--- config.mk ---
export PLATFORM = sky130hd
export DESIGN_NAME = mem_port_arbiter_flat
export DESIGN_NICKNAME = d
export VERILOG_FILES = /design/src/rtl/mem_port_arbiter_if.sv /design/src/rtl/mem_port_arbiter.sv /design/src/flat_wrapper.sv
export SDC_FILE = /design/constraint.sdc
export NUM_CORES = 1
export LEC_CHECK = 0
export ABC_AREA = 1
export CORE_AREA = 2 2 166 168
export CTS_CLUSTER_DIAMETER = 40
export DETAILED_ROUTE_END_ITERATION = 8
export DIE_AREA = 0 0 168 170
export GPL_ROUTABILITY_DRIVEN = 0
export GPL_TIMING_DRIVEN = 0
export PLACE_DENSITY = 0.39
export SLEW_MARGIN = 40
export SYNTH_ARGS = -nofsm -noshare
export SYNTH_HDL_FRONTEND = slang
export SYNTH_SLANG_ARGS = --single-unit
--- constraint.sdc ---
create_clock -name clk -period 1.6 [get_ports clk]
set_input_delay 0.48 -clock clk [delete_from_list [all_inputs] [get_ports clk]]
set_output_delay 0.48 -clock clk [all_outputs]
set_load 0.02 [all_outputs]
--- src/rtl/mem_port_arbiter_if.sv ---
// Bundle of every handshake and ROM-side signal around mem_port_arbiter.
// The arbiter uses the slave modport; the surrounding core/ROM (or a bench)
// uses the master modport. dbg_state exposes the arbiter's internal state:
//   [4] last winner (0 = fetch, 1 = data)
//   [3] stage 1 tag valid   [2] stage 1 tag owner
//   [1] stage 2 tag valid   [0] stage 2 tag owner
`timescale 1ns/1ps
interface mem_port_arbiter_if #(
  parameter int MEM_DEPTH = 5,
  parameter int MEM_EXTRA = 4
);
  localparam int AW = MEM_DEPTH + 1;
  localparam int DW = (2 ** MEM_EXTRA) * 8;

  // fetch requester
  logic                 f_req;
  logic [AW-1:0]        f_addr;
  logic [MEM_EXTRA-1:0] f_extra;
  logic                 f_gnt;
  logic                 f_flush;
  logic                 f_valid;
  logic [DW-1:0]        f_data;
  logic                 f_error;

  // data/operand requester
  logic                 d_req;
  logic [AW-1:0]        d_addr;
  logic [MEM_EXTRA-1:0] d_extra;
  logic                 d_gnt;
  logic                 d_valid;
  logic [DW-1:0]        d_data;
  logic                 d_error;

  // ROM read port
  logic [AW-1:0]        mem_addr;
  logic [MEM_EXTRA-1:0] mem_extra;
  logic [DW-1:0]        mem_data;
  logic                 mem_error;

  // internal state for checkers and debug
  logic [4:0]           dbg_state;

  modport slave (
    input  f_req, f_addr, f_extra, f_flush,
    output f_gnt, f_valid, f_data, f_error,
    input  d_req, d_addr, d_extra,
    output d_gnt, d_valid, d_data, d_error,
    output mem_addr, mem_extra,
    input  mem_data, mem_error,
    output dbg_state
  );

  modport master (
    output f_req, f_addr, f_extra, f_flush,
    input  f_gnt, f_valid, f_data, f_error,
    output d_req, d_addr, d_extra,
    input  d_gnt, d_valid, d_data, d_error,
    input  mem_addr, mem_extra,
    output mem_data, mem_error,
    input  dbg_state
  );
endinterface

--- src/rtl/mem_port_arbiter.sv ---
// Round-robin arbiter sharing the single genrom read port between the
// instruction-fetch and data/operand units. One grant per cycle, registered
// ROM address, and a two-stage owner tag pipeline that routes each ROM
// response back to the unit that asked for it, in grant order.
//
// Handshake: a requester raises x_req with stable x_addr/x_extra and keeps
// them until x_gnt is seen high in the same cycle; the request is accepted
// at that rising edge. Exactly two edges later x_valid pulses for one cycle
// with x_data/x_error. There is no back-pressure on the response side.
`timescale 1ns/1ps
module mem_port_arbiter #(
  parameter int MEM_DEPTH = 5,
  parameter int MEM_EXTRA = 4
) (
  input  logic                clk,
  input  logic                reset,
  mem_port_arbiter_if.slave   bus
);

  localparam int AW = MEM_DEPTH + 1;
  localparam int DW = (2 ** MEM_EXTRA) * 8;

  typedef enum logic {
    OWN_FETCH = 1'b0,
    OWN_DATA  = 1'b1
  } owner_e;

  // Round-robin pointer: the requester that won most recently.
  owner_e               last_q;

  // ROM address/extra registers driving genrom directly.
  logic [AW-1:0]        mem_addr_q;
  logic [MEM_EXTRA-1:0] mem_extra_q;

  // Stage 1 describes the access whose address is on mem_addr now;
  // stage 2 describes the access whose data is on mem_data now.
  logic                 s1_valid_q;
  owner_e               s1_owner_q;
  logic                 s2_valid_q;
  owner_e               s2_owner_q;

  // Combinational arbitration results.
  logic                 gnt_f;
  logic                 gnt_d;
  logic                 gnt_any;
  owner_e               winner;
  logic [AW-1:0]        win_addr;
  logic [MEM_EXTRA-1:0] win_extra;

  // Response routing.
  logic                 f_hit;
  logic                 d_hit;
  logic                 s1_keep;

  // Grant a lone requester outright; under contention grant the one that
  // did not win last time, so continuous contention alternates.
  always_comb begin
    gnt_f = 1'b0;
    gnt_d = 1'b0;
    if (bus.f_req && bus.d_req) begin
      if (last_q == OWN_FETCH) begin
        gnt_d = 1'b1;
      end else begin
        gnt_f = 1'b1;
      end
    end else if (bus.f_req) begin
      gnt_f = 1'b1;
    end else if (bus.d_req) begin
      gnt_d = 1'b1;
    end
  end

  // Select the winning requester's address and extra count.
  always_comb begin
    gnt_any   = gnt_f | gnt_d;
    winner    = OWN_FETCH;
    win_addr  = bus.f_addr;
    win_extra = bus.f_extra;
    if (gnt_d) begin
      winner    = OWN_DATA;
      win_addr  = bus.d_addr;
      win_extra = bus.d_extra;
    end
  end

  assign bus.f_gnt = gnt_f;
  assign bus.d_gnt = gnt_d;

  // Launch the granted access on the ROM port and remember the winner.
  // Without a grant the address holds so the ROM inputs stay quiet.
  always_ff @(posedge clk or negedge reset) begin
    if (!reset) begin
      mem_addr_q  <= '0;
      mem_extra_q <= '0;
      last_q      <= OWN_FETCH;
    end else if (gnt_any) begin
      mem_addr_q  <= win_addr;
      mem_extra_q <= win_extra;
      last_q      <= winner;
    end
  end

  assign bus.mem_addr  = mem_addr_q;
  assign bus.mem_extra = mem_extra_q;

  // A flush kills fetch tags already launched; the fetch granted in the
  // flush cycle carries the new target, so it enters stage 1 untouched.
  always_comb begin
    s1_keep = s1_valid_q && !(bus.f_flush && (s1_owner_q == OWN_FETCH));
  end

  // Advance the owner tag pipeline.
  always_ff @(posedge clk or negedge reset) begin
    if (!reset) begin
      s1_valid_q <= 1'b0;
      s1_owner_q <= OWN_FETCH;
      s2_valid_q <= 1'b0;
      s2_owner_q <= OWN_FETCH;
    end else begin
      s1_valid_q <= gnt_any;
      s1_owner_q <= winner;
      s2_valid_q <= s1_keep;
      s2_owner_q <= s1_owner_q;
    end
  end

  // Route the ROM response to its owner; a flush suppresses a fetch
  // response arriving in the same cycle.
  always_comb begin
    f_hit = s2_valid_q && (s2_owner_q == OWN_FETCH) && !bus.f_flush;
    d_hit = s2_valid_q && (s2_owner_q == OWN_DATA);
  end

  // Gate data and error with valid so idle outputs read as zero.
  always_comb begin
    bus.f_valid = f_hit;
    bus.f_data  = f_hit ? bus.mem_data : '0;
    bus.f_error = f_hit & bus.mem_error;
    bus.d_valid = d_hit;
    bus.d_data  = d_hit ? bus.mem_data : '0;
    bus.d_error = d_hit & bus.mem_error;
  end

  assign bus.dbg_state = {last_q, s1_valid_q, s1_owner_q, s2_valid_q, s2_owner_q};

  // Keep the data width tied to the bus so a parameter mismatch is obvious.
  logic [DW-1:0] unused_width_probe;
  assign unused_width_probe = bus.mem_data;

endmodule
--- src/flat_wrapper.sv ---
// flat-port wrapper written by rule: the top's interface ports become plain ports
module mem_port_arbiter_flat 
#(
  parameter int MEM_DEPTH = 5,
  parameter int MEM_EXTRA = 4
)
  (clk, reset, bus_f_req, bus_f_addr, bus_f_extra, bus_f_flush, bus_f_gnt, bus_f_valid, bus_f_data, bus_f_error, bus_d_req, bus_d_addr, bus_d_extra, bus_d_gnt, bus_d_valid, bus_d_data, bus_d_error, bus_mem_addr, bus_mem_extra, bus_mem_data, bus_mem_error, bus_dbg_state);
  mem_port_arbiter_if #(.MEM_DEPTH(MEM_DEPTH), .MEM_EXTRA(MEM_EXTRA)) bus_i ();
  input  logic clk;
  input  logic reset;
  input wire logic [$bits(bus_i.f_req)-1:0] bus_f_req;
  input wire logic [$bits(bus_i.f_addr)-1:0] bus_f_addr;
  input wire logic [$bits(bus_i.f_extra)-1:0] bus_f_extra;
  input wire logic [$bits(bus_i.f_flush)-1:0] bus_f_flush;
  output wire logic [$bits(bus_i.f_gnt)-1:0] bus_f_gnt;
  output wire logic [$bits(bus_i.f_valid)-1:0] bus_f_valid;
  output wire logic [$bits(bus_i.f_data)-1:0] bus_f_data;
  output wire logic [$bits(bus_i.f_error)-1:0] bus_f_error;
  input wire logic [$bits(bus_i.d_req)-1:0] bus_d_req;
  input wire logic [$bits(bus_i.d_addr)-1:0] bus_d_addr;
  input wire logic [$bits(bus_i.d_extra)-1:0] bus_d_extra;
  output wire logic [$bits(bus_i.d_gnt)-1:0] bus_d_gnt;
  output wire logic [$bits(bus_i.d_valid)-1:0] bus_d_valid;
  output wire logic [$bits(bus_i.d_data)-1:0] bus_d_data;
  output wire logic [$bits(bus_i.d_error)-1:0] bus_d_error;
  output wire logic [$bits(bus_i.mem_addr)-1:0] bus_mem_addr;
  output wire logic [$bits(bus_i.mem_extra)-1:0] bus_mem_extra;
  input wire logic [$bits(bus_i.mem_data)-1:0] bus_mem_data;
  input wire logic [$bits(bus_i.mem_error)-1:0] bus_mem_error;
  output wire logic [$bits(bus_i.dbg_state)-1:0] bus_dbg_state;
  assign bus_i.f_req = bus_f_req;
  assign bus_i.f_addr = bus_f_addr;
  assign bus_i.f_extra = bus_f_extra;
  assign bus_i.f_flush = bus_f_flush;
  assign bus_f_gnt = bus_i.f_gnt;
  assign bus_f_valid = bus_i.f_valid;
  assign bus_f_data = bus_i.f_data;
  assign bus_f_error = bus_i.f_error;
  assign bus_i.d_req = bus_d_req;
  assign bus_i.d_addr = bus_d_addr;
  assign bus_i.d_extra = bus_d_extra;
  assign bus_d_gnt = bus_i.d_gnt;
  assign bus_d_valid = bus_i.d_valid;
  assign bus_d_data = bus_i.d_data;
  assign bus_d_error = bus_i.d_error;
  assign bus_mem_addr = bus_i.mem_addr;
  assign bus_mem_extra = bus_i.mem_extra;
  assign bus_i.mem_data = bus_mem_data;
  assign bus_i.mem_error = bus_mem_error;
  assign bus_dbg_state = bus_i.dbg_state;
  mem_port_arbiter #(.MEM_DEPTH(MEM_DEPTH), .MEM_EXTRA(MEM_EXTRA)) u_core (.clk(clk), .reset(reset), .bus(bus_i));
endmodule
==> results of run 1 <==
timing repair:
action,CTS,global route
pin swaps,7,27
buffers inserted,50,40
setup endpoints to repair,277,276
gates cloned,8,4
gates resized for setup,1245,687
sequential cells by signal, summed over array words and instances, names as in the netlist:
name and count:
u_core.s2_owner_q 1, u_core.bus.mem_addr 6, u_core.bus.mem_extra 4, u_core.s2_valid_q 1, u_core.s1_valid_q 1, u_core.last_q 1
u_core.s1_owner_q 1
where the power goes:
group / leakage (uW) / switching (uW) / internal (uW) / total, uW
combinational: 0.00465 / 1440 / 1530 / 2970
sequential: 0.000180 / 27.2 / 418 / 446
clock: 0.0000409 / 154 / 334 / 488
total: 0.00487 / 1620 / 2280 / 3910
critical path, delay by kind of cell (launching register included):
kind	cells	cell delay [ps]
simple gates	3	270
flops	1	360
buf+inv	7	800
layout make-up:
| class | count | area (um^2) | share of cell area |
|---|---|---|---|
| diodes | 1 | 2.50 | 0.000256 |
| plain buffers | 34 | 579 | 0.0592 |
| clock buffers | 3 | 75.1 | 0.00767 |
| clock inverters | 1 | 5.00 | 0.000511 |
| inverters | 147 | 554 | 0.0566 |
| multi-input cells | 317 | 2350 | 0.240 |
| flip-flops and latches | 15 | 377 | 0.0385 |
| well taps | 341 | 427 | 0.0436 |
| repair buffers | 525 | 5420 | 0.554 |
cell families (layout without fill, tap and decap cells):
logic type	after synthesis	in the layout	share of synthesized area
other cells	0	1	0
simple gates	314	314	0.503
buf+inv	185	710	0.335
compound gates	3	3	0.00821
flops	15	15	0.154
per-layer routing:
metal	vias to the layer above	wire, um
li1	2470	-
met5	-	0
met1	2203	8090
met4	0	332
met2	210	12400
met3	18	1530
stage by stage:
step                      total power, uW  setup TNS, ps
after floorplan                      1370          -7880
after global placement               2600        -243020
after detailed placement             2590        -240810
after CTS                            3480        -128420
after global routing                 4120        -107650
final                                3910         -91880
layout by cell type (no fill, tap or decap), types with 2 or more instances in the layout:
cell type	count
buf_12	32
buf_16	3
buf_2	12
buf_4	128
buf_6	198
buf_8	15
clkbuf_16	9
clkdlybuf4s15_2	2
clkdlybuf4s50_1	160
dfrtp_1	14
inv_1	140
inv_2	6
nand2_1	30
nand2_2	2
nand3_1	20
nor2_1	97
nor2_2	26
nor2_4	137
worst max path at each step:
stage                      endpoint              start  cells after the start
global placement     bus_f_data[44]        bus_f_flush                      7
detailed placement   bus_f_data[44]        bus_f_flush                      7
floorplan           bus_f_data[100]        bus_f_flush                      5
global route          bus_f_data[5]  u_core.s2_valid_q                     10
finish                bus_f_data[5]  u_core.s2_valid_q                     10
CTS                 bus_f_data[121]  u_core.s2_valid_q                     12
==> results.sh, run 1 <==
export IMPL_status="finished, violations left"
export IMPL_violations="setup timing"
export IMPL_finalSetupViolCount=274
export IMPL_syn_area_mm2=0.00244
export IMPL_start_util=0.0915
export IMPL_synth_edf_count=0
export IMPL_r2r_cells=6
export IMPL_synth_seq_cells=15
export IMPL_dp_cells=1288
export IMPL_area_delta_synth_final_pct=301
export IMPL_cp_required_ps=1120
export IMPL_power_density_mw_per_mm2=399
export IMPL_ys_seq_area_frac=0.154
export IMPL_skew_ps=1.40
export IMPL_nets=1197
export IMPL_ant_nets=0
export IMPL_arrival_ps=1680
export IMPL_routed_wl_mm=22.4
export IMPL_cp_slowest_stage_delay_ps=360
export IMPL_grt_max_degree=16
export IMPL_worstSetupEndpointType="output port"
export IMPL_worst_r2r_setup_slack_ps=520
export IMPL_fin_ws_ps=-560
export IMPL_timing_fmax_mhz=463
export IMPL_cts_num_sinks=15
export IMPL_r2r_end="u_core.bus.mem_extra[3]"
export IMPL_worstHoldPathType="input pin to asynchronous set/reset pin"
export IMPL_tightest_slew_ps=373
export IMPL_min_period_over_period=1.35
export IMPL_htreeDepth=1
export IMPL_synth_area_leaders="nor2_1 (39%), inv_1 (23%), dfrtp_1 (15%)"
export IMPL_crit_fanout=4
export IMPL_nFillCells=2868
export IMPL_synth_top_cell_area_share=0.386
export IMPL_place_area_mm2=0.00731
export IMPL_synth_top_area_cell="nor2_1"
export IMPL_ios=431
export IMPL_hold_viol=0
export IMPL_dieArea_mm2=0.0286
export IMPL_slew_viol_final=0
export IMPL_post_dp_hpwl_mm=17.4
export IMPL_clock_latency_ps=240
export IMPL_io_buffers=430
export IMPL_globalRouteOverflowTotal=0
export IMPL_core_area_mm2=0.0267
export IMPL_crit_type="flip-flop to output port"
export IMPL_instances_no_fill=1384
export IMPL_pre_cts_slack_ps=-1220
export IMPL_clk_pin_slew_ps=50
export IMPL_met3_usage=0.0333
export IMPL_cts_buffer_depth=2
export IMPL_viasPerCell=3.54
export IMPL_syn_area_per_cell_um2=4.72
export IMPL_gr_max_usage_layer="met2"
export IMPL_syn_inst=517
export IMPL_grt_pass1_vias=4797
export IMPL_crit_chain="buf_6 > inv_4 > nor2_4 > nand2_4 > buf_6 > buf_12 > clkbuf_16 > buf_8 > nor2_4 > buf_6"
export IMPL_synth_most_common_cell="nor2_1"
export IMPL_met1_usage=0.145
export IMPL_cts_root_buffer="clkbuf_16"
export IMPL_synth_common_cells="nor2_1 (251), inv_1 (147), nand2_1 (34)"
export IMPL_vias=4901
export IMPL_rsz0062_at_grt="yes"
export IMPL_die_width_um=168
export IMPL_cts_made_buffers=3
export IMPL_antenna_found_initial=1
export IMPL_p_leak_uw=0.00487
export IMPL_slew_headroom=0.752
export IMPL_gr_usage_all_layers=0.138
export IMPL_cts_hold_buf=0
export IMPL_period_minus_slack_ps=2160
export IMPL_drt_iter0_drc=114
export IMPL_cpMostUsedCell="buf_6"
export IMPL_drive_gt1_frac=0.554
export IMPL_chipHeight_um=170
export IMPL_worst_path_max_delay_cell="dfrtp_1"
export IMPL_postSynth_asyncResetShare=1.00
export IMPL_peakVddDrop_mv=0.296
export IMPL_rr_startpoint="u_core.last_q"
export IMPL_finish_utilization=0.367
export IMPL_synth_distinct_cells=13
export IMPL_critical_path_startpoint_type="flip-flop"
export IMPL_use_met2=0.279
export IMPL_post_drt_wl_per_cell_um=16.2
export IMPL_grt_pass1_wl_mm=30.1
export IMPL_maxCapViolCount=0
export IMPL_row_count=60
export IMPL_drc=0
export IMPL_synth_warnings=0
export IMPL_syn_nets=671
export IMPL_tritoncts="yes"
export IMPL_synthFlopType="dfrtp_1"
export IMPL_drt_pass1_iter_count=4
export IMPL_design_area_mm2=0.00979
export IMPL_whs_ps=146
No activity file was read; power rests on OpenSTA's default activity.
==> run 2, diff against run 1 <==
- CORE_AREA: 2 2 166 168 -> 5 5 165 167
- DIE_AREA: 0 0 168 170 -> 0 0 170 172
- PLACE_DENSITY: 0.39 -> 0.41
==> run 2 against run 1 <==
The flow still finishes with violations (setup timing). Register-to-register slack better by 80 ps. Cell count decreased by 1.3%. Worst setup slack lost 62 ps. Sequential share of layout area up 0.22 points. First-iteration DRC count down 25%. Fmax fell by 2.8%. Hold slack about the same. Via count down 0.98%. Largest power group unchanged.
==> results.sh, run 2 (synthesis gave the netlist of run 1 again) <==
export IMPL_cts_root_buffer="clkbuf_16"
export IMPL_grt_pass1_vias=5120
export IMPL_clk_pin_slew_ps=50
export IMPL_cts_num_sinks=15
export IMPL_arrival_ps=1740
export IMPL_r2r_end="u_core.bus.mem_addr[2]"
export IMPL_slew_viol_final=0
export IMPL_r2r_cells=5
export IMPL_timing_fmax_mhz=450
export IMPL_drt_iter0_drc=86
export IMPL_num_antenna_cells=0
export IMPL_place_area_mm2=0.00730
export IMPL_final_common_cell="clkdlybuf4s50_1"
export IMPL_rr_startpoint="u_core.last_q"
export IMPL_dieArea_mm2=0.0292
export IMPL_routed_wl_mm=23.0
export IMPL_io_buffers=430
export IMPL_slew_headroom=0.749
export IMPL_cpMostUsedCell="buf_4"
export IMPL_start_util=0.0952
export IMPL_skew_ps=2.67
export IMPL_cp_slowest_stage_delay_ps=400
export IMPL_clock_latency_ps=250
export IMPL_ios=431
export IMPL_vias=4853
export IMPL_viasPerCell=3.55
export IMPL_drt_pass1_iter_count=4
export IMPL_fin_ws_ps=-622
export IMPL_worst_r2r_setup_slack_ps=600
export IMPL_status="finished, violations left"
export IMPL_crit_end="bus_f_data[99]"
export IMPL_worstHoldPathType="input pin to asynchronous set/reset pin"
export IMPL_maxCapViolCount=0
export IMPL_rsz0062_at_grt="yes"
export IMPL_cp_top_family="buffers and inverters"
export IMPL_nets=1186
export IMPL_crit_chain="buf_4 > inv_2 > nand2_4 > buf_16 > buf_4 > buf_12 > buf_4 > nor2_4 > buf_6"
export IMPL_tritoncts="yes"
export IMPL_violations="setup timing"
export IMPL_cp_depth=9
export IMPL_globalRouteOverflowTotal=0
export IMPL_post_drt_wl_per_cell_um=16.9
export IMPL_core_area_mm2=0.0256
export IMPL_antenna_found_initial=2
export IMPL_crit_type="flip-flop to output port"
export IMPL_largest_register_ffs=6
export IMPL_power_density_mw_per_mm2=403
export IMPL_worstSetupEndpointType="output port"
export IMPL_cts_buffer_depth=2
export IMPL_chipHeight_um=172
export IMPL_crit_buf_inv=7
export IMPL_worstSetupStartpoint="u_core.s2_owner_q"
export IMPL_area_delta_synth_final_pct=279
export IMPL_drive_gt1_frac=0.513
export IMPL_die_width_um=170
export IMPL_crit_fanout=10
export IMPL_nFillCells=2765
export IMPL_design_area_mm2=0.00924
export IMPL_cts_hold_buf=0
export IMPL_finalSetupViolCount=276
export IMPL_drc=0
export IMPL_cts_made_buffers=3
export IMPL_worst_path_max_delay_cell="dfrtp_1"
export IMPL_gr_usage_all_layers=0.144
export IMPL_period_minus_slack_ps=2220
export IMPL_htreeDepth=1
export IMPL_grt_pass1_wl_mm=32.5
export IMPL_hold_viol=0
export IMPL_critical_path_startpoint_type="flip-flop"
export IMPL_grt_max_degree=16
export IMPL_ant_nets=0
export IMPL_min_period_over_period=1.39
export IMPL_peakVddDrop_mv=0.264
export IMPL_post_dp_hpwl_mm=18.9
export IMPL_final_cell_mix="clkdlybuf4s50_1 (160), buf_6 (157), buf_4 (141), inv_1 (131), nor2_1 (121)"
export IMPL_cp_required_ps=1120
export IMPL_pre_cts_slack_ps=-1240
export IMPL_tightest_slew_ps=377
export IMPL_row_count=59
export IMPL_p_leak_uw=0.00477
-- run 2: cell count changes in the layout (fill, tap and decap cells not counted), moves of 6 or more --
cell and delta:
nor2_4 -27, clkdlybuf4s15_2 +6, dlygate4sd2_1 +8, nor2_1 +24
buf_12 -7, buf_6 -41, buf_4 +13, dlymetal6s2s_1 +9
inv_2 +10, inv_1 -9, buf_2 +6
-- run 2: worst reg2reg max path, delay by kind of cell (launching register included) --
kind / cells / cell delay (ps)
buffers and inverters: 1 / 200
flip-flops: 1 / 390
AND/OR/NAND/NOR: 4 / 300
-- run 2: worst min path at each step --
stage	startpoint	endpoint	slack, ps
2_1_floorplan	reset	u_core.bus.mem_addr[0]	180
3_3_place_gp	u_core.s1_owner_q	u_core.s2_owner_q	410
3_5_place_dp	u_core.s1_owner_q	u_core.s2_owner_q	410
4_1_cts	u_core.s1_owner_q	u_core.s2_owner_q	420
5_1_grt	reset	u_core.bus.mem_extra[2]	170
6_report	reset	u_core.bus.mem_extra[2]	150
-- run 2: timing repair --
| action | in CTS | in global routing |
|---|---|---|
| gates resized for setup | 1212 | 457 |
| buffers inserted | 54 | 25 |
| cloned | 8 | 0 |
| setup endpoints to repair | 277 | 277 |
| pin swaps | 3 | 39 |
-- run 2: final cells by class --
class / instances / area [um^2] / area share
Sequential cell: 15 / 375 / 0.0406
Inverter: 147 / 552 / 0.0597
Clock buffer: 4 / 78.8 / 0.00853
Tap cell: 335 / 419 / 0.0454
Multi-Input combinational cell: 317 / 2140 / 0.232
Buffer: 36 / 513 / 0.0555
Timing Repair Buffer: 512 / 5160 / 0.559
-- run 2: metrics by stage --
step	power (uW)	cells	hold WS, ps	setup TNS (ps)	utilization
6_report	3720	1366	146	-111240	0.361
3_3_place_gp	2620	1282	414	-238170	0.285
2_1_floorplan	1370	517	184	-7880	-
3_5_place_dp	2610	1282	406	-239520	0.285
5_1_grt	3920	1366	174	-128650	0.361
4_1_cts	3600	1347	420	-140230	0.344
-- run 2: power by group --
part,total [uW],internal (uW),leakage [uW],switching (uW)
clock network,500,338,0.0000382,162
logic,2780,1410,0.00455,1370
registers,444,418,0.000181,26.5
total,3720,2160,0.00477,1560
-- run 2: per-layer routing --
| layer | share of wire | vias up | track usage |
|---|---|---|---|
| met4 | 0.0049 | 2 | 0.00694 |
| li1 | - | 2440 | - |
| met2 | 0.55 | 238 | 0.286 |
| met3 | 0.086 | 15 | 0.0350 |
| met5 | 0.00087 | - | 0 |
| met1 | 0.36 | 2158 | 0.162 |
==> run 3, diff against run 2 <==
- SETUP_SLACK_MARGIN: default -> 0.5
==> run 3 against run 2 <==
The run still ends with setup timing left. Global-route usage down 0.68 points. Power up 13%. Non-clock buffer count up 22. Flip-flop and latch count unchanged. Via count up 2.2%. Hold slack worse by 1.7 ps. Final area up 15%. Cell count up 1.6%. Combinational power up 17%. Register-to-register slack worse by 80 ps. Die area unchanged. Fmax down 1.9%.
==> results.sh, run 3 (synthesis gave the netlist of run 1 again) <==
export IMPL_final_cell_mix="nor2_4 (209), buf_6 (204), clkdlybuf4s50_1 (146), inv_1 (122), buf_4 (85)"
export IMPL_clk_pin_slew_ps=50
export IMPL_drc=0
export IMPL_largest_register_ffs=6
export IMPL_viasPerCell=3.57
export IMPL_cts_made_buffers=3
export IMPL_globalRouteOverflowTotal=0
export IMPL_io_buffers=430
export IMPL_drt_pass1_iter_count=4
export IMPL_grt_pass1_vias=4877
export IMPL_crit_fanout=5
export IMPL_critical_path_startpoint_type="flip-flop"
export IMPL_cts_root_buffer="clkbuf_16"
export IMPL_timing_fmax_mhz=441
export IMPL_chipHeight_um=172
export IMPL_num_antenna_cells=0
export IMPL_p_leak_uw=0.00527
export IMPL_min_period_over_period=1.42
export IMPL_ant_nets=0
export IMPL_antenna_found_initial=0
export IMPL_maxCapViolCount=0
export IMPL_slew_headroom=0.739
export IMPL_status="finished, violations left"
export IMPL_htreeDepth=1
export IMPL_hold_viol=0
export IMPL_area_delta_synth_final_pct=337
export IMPL_worstHoldPathType="input pin to asynchronous set/reset pin"
export IMPL_drt_iter0_drc=96
export IMPL_crit_type="flip-flop to output port"
export IMPL_power_density_mw_per_mm2=394
export IMPL_r2r_cells=6
export IMPL_grt_pass1_wl_mm=31.1
export IMPL_slew_viol_final=0
export IMPL_post_dp_hpwl_mm=18.0
export IMPL_gr_usage_all_layers=0.137
export IMPL_core_area_mm2=0.0256
export IMPL_design_area_mm2=0.0107
export IMPL_skew_ps=4.47
export IMPL_whs_ps=144
export IMPL_period_minus_slack_ps=2270
export IMPL_nets=1208
export IMPL_grt_max_degree=16
export IMPL_fin_ws_ps=-665
export IMPL_post_drt_wl_per_cell_um=16.5
export IMPL_violations="setup timing"
export IMPL_cts_num_sinks=15
export IMPL_final_common_cell="nor2_4"
export IMPL_routed_wl_mm=22.9
export IMPL_tritoncts="yes"
export IMPL_peakVddDrop_mv=0.296
export IMPL_arrival_ps=1790
export IMPL_drive_gt1_frac=0.618
export IMPL_start_util=0.0952
export IMPL_tightest_slew_ps=392
export IMPL_vias=4958
export IMPL_worstSetupStartpoint="u_core.s2_valid_q"
export IMPL_clock_latency_ps=250
export IMPL_dieArea_mm2=0.0292
export IMPL_place_area_mm2=0.00823
export IMPL_ios=431
export IMPL_row_count=59
export IMPL_instances_no_fill=1388
export IMPL_pre_cts_slack_ps=-1160
export IMPL_finalSetupViolCount=274
export IMPL_rsz0062_at_grt="yes"
export IMPL_rr_startpoint="u_core.last_q"
export IMPL_cp_required_ps=1120
export IMPL_worstSetupEndpointType="output port"
export IMPL_die_width_um=170
export IMPL_dp_cells=1282
export IMPL_cts_buffer_depth=2
## run 3: cell types whose count changed in the layout (fill, tap and decap cells not counted), sizes merged
cell / change
dlymetal6s2s: +6
clkdlybuf4s50: -14
dlygate4sd2: +6
clkdlybuf4s15: -7
clkbuf: +21
clkinv: +2
inv: -1
buf: +9
## run 3: per-stage QoR
step	TNS [ps]	utilization	total power, uW
global route	-143350	0.416	4410
finish	-126950	0.416	4200
detailed placement	-223050	0.321	2880
floorplan	-4700	-	1650
global placement	-223730	0.321	2890
CTS	-129010	0.374	3850
## run 3: what timing repair did
item                                    4_1_cts  5_1_grt
endpoints found under the setup margin      304      286
gates resized for setup                    1189      537
hold buffers                                  0        0
buffers inserted                             39       45
pin swaps                                    19       19
gates cloned                                 14        4
## run 3: where the power goes
| group | switching (uW) | internal, uW | total (uW) |
|---|---|---|---|
| combinational | 1580 | 1670 | 3250 |
| clock | 177 | 335 | 512 |
| sequential | 26.0 | 418 | 444 |
| total | 1780 | 2420 | 4200 |
## run 3: path summary, 6_finish.rpt
kind,end,slack [ps]
setup / recovery,bus_f_data[105],-670
hold / removal,u_core.bus.mem_addr[5],140
setup reg to reg,u_core.bus.mem_extra[0],520
hold reg to reg,u_core.s2_owner_q,420
max in group asynchronous,u_core.s2_valid_q,1170
min in group clk,u_core.s2_owner_q,420
## run 3: area by class of cell
cell class                 instances  area, um^2
multi-input combinational        317        2860
buffer                            38         712
clock inverter                     1        5.00
inverter                         147         557
fill                            2610       15000
tap                              335         419
timing repair buffer             532        5660
clock buffer                       3        75.1
sequential                        15         375
## run 3: critical path, cell delays in order, from the launching register on
cell,delay [ps]
dfrtp_1,370
buf_6,110
inv_2,30
nor2_4,110
nand2_4,60
buf_12,140
buf_12,120
buf_16,140
buf_16,140
buf_6,120
nor2_4,70
buf_6,120
## run 3: routing by layer
layer | GRT usage | up-vias | part of all wire
li1 | - | 2491 | -
met1 | 0.158 | 2245 | 0.37
met2 | 0.267 | 213 | 0.55
met3 | 0.0329 | 9 | 0.077
met4 | 0.00903 | 0 | 0.0042
met5 | 0 | - | 0
